[config.mk]
export PLATFORM = sky130hd
export DESIGN_NAME = tmr_voter_pipe_flat
export DESIGN_NICKNAME = d
export VERILOG_FILES = /design/src/rtl/tmr_voter_pipe_if.sv /design/src/rtl/tmr_voter_pipe.sv /design/src/flat_wrapper.sv
export SDC_FILE = /design/constraint.sdc
export NUM_CORES = 1
export LEC_CHECK = 0
export CORE_MARGIN = 1
export CORE_UTILIZATION = 50
export DETAILED_ROUTE_END_ITERATION = 7
export PLACE_DENSITY = 0.87
export SYNTH_ARGS = -nofsm -noshare
export SYNTH_HDL_FRONTEND = slang
export SYNTH_SLANG_ARGS = --single-unit
[constraint.sdc]
create_clock -name clk -period 3.09 [get_ports clk]
set_clock_uncertainty 0.2 [all_clocks]
set_input_delay 0.618 -clock clk [delete_from_list [all_inputs] [get_ports clk]]
set_output_delay 0.618 -clock clk [all_outputs]
set_load 0.02 [all_outputs]
[src/rtl/tmr_voter_pipe_if.sv]
// Bundle of the voter's sample inputs and vote outputs.
// The master side supplies channel words and controls; the slave side is the voter.
interface tmr_voter_pipe_if #(
   parameter int N_CH  = 5,
   parameter int WIDTH = 8
);
   logic                    in_valid;
   logic [N_CH*WIDTH-1:0]   in_data;
   logic                    force_one;
   logic                    clr_fault;
   logic                    out_valid;
   logic [WIDTH-1:0]        out_data;
   logic                    unanimous;
   logic [N_CH-1:0]         dis_mask;
   logic [N_CH-1:0]         fault;

   modport master (
      output in_valid, in_data, force_one, clr_fault,
      input  out_valid, out_data, unanimous, dis_mask, fault
   );

   modport slave (
      input  in_valid, in_data, force_one, clr_fault,
      output out_valid, out_data, unanimous, dis_mask, fault
   );
endinterface

[src/rtl/tmr_voter_pipe.sv]
// N-channel bitwise threshold voter, two pipeline stages, with per-channel
// disagreement tracking that raises a sticky fault after FAULT_LIM
// consecutive disagreeing results.
module tmr_voter_pipe #(
   parameter int N_CH      = 5,
   parameter int WIDTH     = 8,
   parameter int THRESH    = (N_CH + 1) / 2,
   parameter int FAULT_LIM = 4
) (
   input  logic           clk,
   input  logic           rst,
   tmr_voter_pipe_if.slave bus
);

   localparam int CW = $clog2(N_CH + 1);
   localparam int FW = $clog2(FAULT_LIM + 1);

   typedef logic [FW-1:0] cnt_t;

   // Bitwise vote: a result bit is 1 when at least THRESH channels carry a 1.
   function automatic logic [WIDTH-1:0] vote(input logic [N_CH*WIDTH-1:0] d);
      logic [CW-1:0]    ones;
      logic [WIDTH-1:0] v;
      v = '0;
      for (int b = 0; b < WIDTH; b++) begin
         ones = '0;
         for (int i = 0; i < N_CH; i++) begin
            ones = ones + CW'(d[i*WIDTH + b]);
         end
         v[b] = (ones >= CW'(THRESH));
      end
      return v;
   endfunction

   // Saturating increment of a disagreement counter.
   function automatic cnt_t sat_inc(input cnt_t c);
      return (c == cnt_t'(FAULT_LIM)) ? c : c + cnt_t'(1);
   endfunction

   logic                  vld_p1;
   logic [N_CH*WIDTH-1:0] data_p1;
   logic                  force_p1;

   logic                  vld_p2;
   logic [WIDTH-1:0]      data_p2;
   logic [N_CH-1:0]       dis_p2;
   logic                  unan_p2;

   logic [WIDTH-1:0]      raw_vote;
   logic [N_CH-1:0]       dis_now;
   cnt_t                  cnt_q   [N_CH];
   cnt_t                  cnt_nxt [N_CH];
   logic [N_CH-1:0]       fault_q;

   // Stage 1: capture the sample; data holds while no sample is offered.
   always_ff @(posedge clk or posedge rst) begin
      if (rst) begin
         vld_p1   <= 1'b0;
         data_p1  <= '0;
         force_p1 <= 1'b0;
      end else begin
         vld_p1 <= bus.in_valid;
         if (bus.in_valid) begin
            data_p1  <= bus.in_data;
            force_p1 <= bus.force_one;
         end
      end
   end

   // Raw vote and per-channel disagreement against the pre-force vote.
   always_comb begin
      raw_vote = vote(data_p1);
      dis_now  = '0;
      for (int i = 0; i < N_CH; i++) begin
         dis_now[i] = (data_p1[i*WIDTH +: WIDTH] != raw_vote);
      end
   end

   // Next counter values: count consecutive disagreements, reset on agreement.
   always_comb begin
      for (int i = 0; i < N_CH; i++) begin
         cnt_nxt[i] = dis_now[i] ? sat_inc(cnt_q[i]) : '0;
      end
   end

   // Stage 2: register the forced vote, mask and unanimity for each result.
   always_ff @(posedge clk or posedge rst) begin
      if (rst) begin
         vld_p2  <= 1'b0;
         data_p2 <= '0;
         dis_p2  <= '0;
         unan_p2 <= 1'b0;
      end else begin
         vld_p2 <= vld_p1;
         if (vld_p1) begin
            data_p2 <= raw_vote | {WIDTH{force_p1}};
            dis_p2  <= dis_now;
            unan_p2 <= (dis_now == '0);
         end
      end
   end

   // Fault tracking: clear wins over a coincident result; fault is sticky.
   always_ff @(posedge clk or posedge rst) begin
      if (rst) begin
         for (int i = 0; i < N_CH; i++) cnt_q[i] <= '0;
         fault_q <= '0;
      end else if (bus.clr_fault) begin
         for (int i = 0; i < N_CH; i++) cnt_q[i] <= '0;
         fault_q <= '0;
      end else if (vld_p1) begin
         for (int i = 0; i < N_CH; i++) begin
            cnt_q[i] <= cnt_nxt[i];
            if (cnt_nxt[i] == cnt_t'(FAULT_LIM)) fault_q[i] <= 1'b1;
         end
      end
   end

   assign bus.out_valid = vld_p2;
   assign bus.out_data  = data_p2;
   assign bus.dis_mask  = dis_p2;
   assign bus.unanimous = unan_p2;
   assign bus.fault     = fault_q;

endmodule
[src/flat_wrapper.sv]
// flat-port wrapper written by rule: the top's interface ports become plain ports
module tmr_voter_pipe_flat 
#(
   parameter int N_CH      = 5,
   parameter int WIDTH     = 8,
   parameter int THRESH    = (N_CH + 1) / 2,
   parameter int FAULT_LIM = 4
)
  (clk, rst, bus_in_valid, bus_in_data, bus_force_one, bus_clr_fault, bus_out_valid, bus_out_data, bus_unanimous, bus_dis_mask, bus_fault);
  tmr_voter_pipe_if #(.N_CH(N_CH), .WIDTH(WIDTH)) bus_i ();
  input  logic clk;
  input  logic rst;
  input wire logic [$bits(bus_i.in_valid)-1:0] bus_in_valid;
  input wire logic [$bits(bus_i.in_data)-1:0] bus_in_data;
  input wire logic [$bits(bus_i.force_one)-1:0] bus_force_one;
  input wire logic [$bits(bus_i.clr_fault)-1:0] bus_clr_fault;
  output wire logic [$bits(bus_i.out_valid)-1:0] bus_out_valid;
  output wire logic [$bits(bus_i.out_data)-1:0] bus_out_data;
  output wire logic [$bits(bus_i.unanimous)-1:0] bus_unanimous;
  output wire logic [$bits(bus_i.dis_mask)-1:0] bus_dis_mask;
  output wire logic [$bits(bus_i.fault)-1:0] bus_fault;
  assign bus_i.in_valid = bus_in_valid;
  assign bus_i.in_data = bus_in_data;
  assign bus_i.force_one = bus_force_one;
  assign bus_i.clr_fault = bus_clr_fault;
  assign bus_out_valid = bus_i.out_valid;
  assign bus_out_data = bus_i.out_data;
  assign bus_unanimous = bus_i.unanimous;
  assign bus_dis_mask = bus_i.dis_mask;
  assign bus_fault = bus_i.fault;
  tmr_voter_pipe #(.N_CH(N_CH), .WIDTH(WIDTH), .THRESH(THRESH), .FAULT_LIM(FAULT_LIM)) u_core (.clk(clk), .rst(rst), .bus(bus_i));
endmodule
==> reports/results.ini <==
[outcome]
status=finished with violations
failed_checks=setup timing

[critical_path]
cp_cell_sequence=ha_1 -> inv_1 -> fa_1 -> inv_1 -> ha_2 -> fa_1 -> a21oi_4 -> buf_4 -> xnor2_1 -> nand4_1 -> buf_6 -> o211ai_1 -> a21oi_1
crit_type=register to register
cp.arrival_ps=3800
slowest_stage=fa_1
start_kind=register
cp_top_family=adder cells
r2r_slack_ps=-680
cp_data_required_time_ps=3120
critical_path.max_fanout=4
worst_path_largest_cell_delay_ps=550
critPathBufInv=4
end_kind=register

[power_and_ir_drop]
clock_power_share_pct=18.5
p_int_mw=2.947
p_comb_share_pct=56.4
switching_power_mw=1.783
p_sw_share_pct=37.70
power_frac_seq_pct=25.2
cellPowerDensity_nw_per_um2=706.0
total_power_mw=4.730
p_leak_nw=3.006
ir_worst_vdd_uv=476.3

[finish]
syn2layout_area_growth_pct=48.02
fin_cells=693
nets=667
fin_util_pct=76.81
drive_gt1_share_pct=36.92
n_antenna_cell=0
fill_cells=427

[synth]
avgSynthCellArea_um2=10.80
synth_top_area_share_pct=42.58
synth_area_leaders=dfrtp_1 (43%), xnor2_1 (8.5%), ha_1 (7.2%), fa_1 (7.1%), mux2_2 (6.2%)
ys_seq_elements=77
netlist_top_cells_count=dfrtp_1 (77), inv_1 (54), xnor2_1 (44)
synthesis.area_um2=4526
async_flop_share_pct=100.0
yosysWarnings=0
synthFlopType=dfrtp_1
yosysMostFrequentCell=dfrtp_1
seq_area_frac_synth_pct=42.58
yosysTopAreaCell=dfrtp_1
synth_nets=506
yosysUniqueCellTypes=31
synth_edf_count=0
netlist_instances=419

[cts]
clk_latency_ps=380
numCtsBuffers=9
clockRootBuffer=clkbuf_8
tritoncts=done
cts-hold-fix-buffers=0
cts_sinks=77
clock_path_buffers=2
ctsHtreeMaxLevel=3
cts.clk_slew.worst_paths_ps=80

[route]
wire_per_inst_um=21.85
detail_route.vias_per_cell=5.760
wl_met3_um=1103
top_layer=met4
drtPass1Iterations=5
drtIter0Drc=275
drt_wl_total_um=15140
wl_met2_um=7557
detail-route-antenna-nets=0
drcViolationCount=0
wl_met1_um=5533
vias=3992

[job]
cap_viol_max_count=0

[die]
core_area_um2=8721
num_rows=34
die_w_um=97.14
dieArea_um2=9435
dieHeight_um=97.14
num_io_pins=65
start_util_pct=51.89

[global_route]
grt_use_total_pct=28.11
antenna_found_initial=0
grt_pass1_wl_um=20460
grt_max_degree=78
first_global_vias=4066
overflow=0

[timing]
drv_slew=0
finalCritPeriodShare_pct=121.9
period_minus_slack_ps=3766
finalWorstSetupSlack_ps=-676.1
rsz0062_at_grt=true
max_freq_mhz=265.5
worstMarginPinSlew_ps=867.4
maxSlewHeadroom_pct=41.96
hold_viol_final=0
setup_viol=27

[placed_design]
routabilityCongestion=0.8518
numPortBuffers=64
place_ws_ps=-412.9
placed_cells=638
dp_hpwl_um=7660

[min_path]
hold_class=register to register

==> cell families after synthesis <==
kind of cell               Yosys count  synth area share (%)
AOI/OAI and AO/OA                   78                 12.00
muxes                               25                 6.221
DFF                                 77                 42.58
buffers and inverters               66                 5.474
xor gates and xnor gates            44                 8.515
and+or+nand+nor                     87                 10.95
adders and majority gates           42                 14.27
==> per-stage QoR <==
stage	TNS, ps	hold slack (ps)	instance area, µm²
finish	-12890	314.0	6699
global route	-15520	347.3	6699
CTS	-7516	308.6	6335
detailed placement	-7849	286.6	5769
global placement	-6083	270.7	5769
floorplan	-1203	226.3	4576
==> sequential cells by signal (all words and copies together), names as in the netlist <==
signal	count
u_core.bus.unanimous	1
u_core.data_p1	40
u_core.bus.fault	5
u_core.cnt_q	15
u_core.bus.out_data	8
u_core.vld_p1	1
u_core.force_p1	1
u_core.bus.out_valid	1
u_core.bus.dis_mask	5
==> routing by layer <==
metal / track usage (%) / up-vias
li1: - / 1710
met1: 32.40 / 1966
met2: 50.70 / 234
met3: 4.892 / 82
met4: 12.97 / 0
met5: 0 / -
==> layout by cell type, fill, tap and decap left out, types with 2 or more instances in the layout <==
cell type / instances
xnor2_4: 5
o21ai_0: 17
fa_1: 15
clkdlybuf4s50_1: 63
clkbuf_1: 2
nand3b_1: 6
buf_6: 12
a21oi_1: 17
inv_2: 5
ha_2: 7
nand2b_1: 4
bufinv_16: 2
clkbuf_8: 9
and2_4: 4
a21o_1: 8
ha_1: 16
nor4_4: 6
o41ai_2: 4
o21ai_2: 4
mux2_2: 25
inv_1: 49
o211ai_1: 6
xnor2_1: 22
a21oi_2: 8
nor2_1: 15
dfrtp_1: 77
nand4_1: 4
a21oi_4: 8
ha_4: 3
clkinv_4: 2
buf_12: 3
nand2_1: 42
nor4_2: 2
xnor2_2: 17
buf_4: 83
==> what timing repair did <==
item / in CTS / in global routing
setup buffers: 24 / 16
gates resized for setup: 30 / 43
pin swaps: 23 / 22
endpoints found under the setup margin: 26 / 28
==> tightest hold or removal path: cells and delay by family (launching register included) <==
kind / cells / cell delay, ps
flops: 1 / 370
simple gates: 1 / 70
compound gates: 1 / 50
==> cell type report <==
| class | instances | area (µm²) | area share, % |
|---|---|---|---|
| Tap cell | 108 | 135.1 | 2.017 |
| Clock buffer | 11 | 131.4 | 1.961 |
| Inverter | 54 | 202.7 | 3.026 |
| Timing Repair Buffer | 162 | 1454 | 21.70 |
| Multi-Input combinational cell | 276 | 2764 | 41.26 |
| Sequential cell | 77 | 1927 | 28.76 |
| Clock inverter | 5 | 85.08 | 1.270 |
==> path summary, 6_finish.rpt <==
check,to,cells past startpoint,startpoint
setup / recovery,u_core.cnt_q[1]$_DFFE_PP0P_,13,u_core.data_p1[6]$_DFFE_PP0P_
hold / removal,u_core.bus.fault[1]$_DFFE_PP0P_,2,u_core.bus.fault[1]$_DFFE_PP0P_
setup reg to reg,u_core.cnt_q[1]$_DFFE_PP0P_,13,u_core.data_p1[6]$_DFFE_PP0P_
hold reg to reg,u_core.bus.fault[1]$_DFFE_PP0P_,2,u_core.bus.fault[1]$_DFFE_PP0P_
max in group asynchronous,u_core.data_p1[34]$_DFFE_PP0P_,3,rst
min in group asynchronous,u_core.data_p1[12]$_DFFE_PP0P_,3,rst
==> power groups by stage <==
| stage | combinational (mW) | clock, mW | sequential [mW] |
|---|---|---|---|
| 2_1_floorplan | 1.11 | 0 | 1.23 |
| 3_3_place_gp | 1.70 | 0 | 1.19 |
| 3_5_place_dp | 1.77 | 0 | 1.19 |
| 4_1_cts | 2.15 | 0.847 | 1.17 |
| 5_1_grt | 2.78 | 0.910 | 1.20 |
| 6_report | 2.67 | 0.873 | 1.19 |
Note: power is estimated with default switching activity, not from simulation.
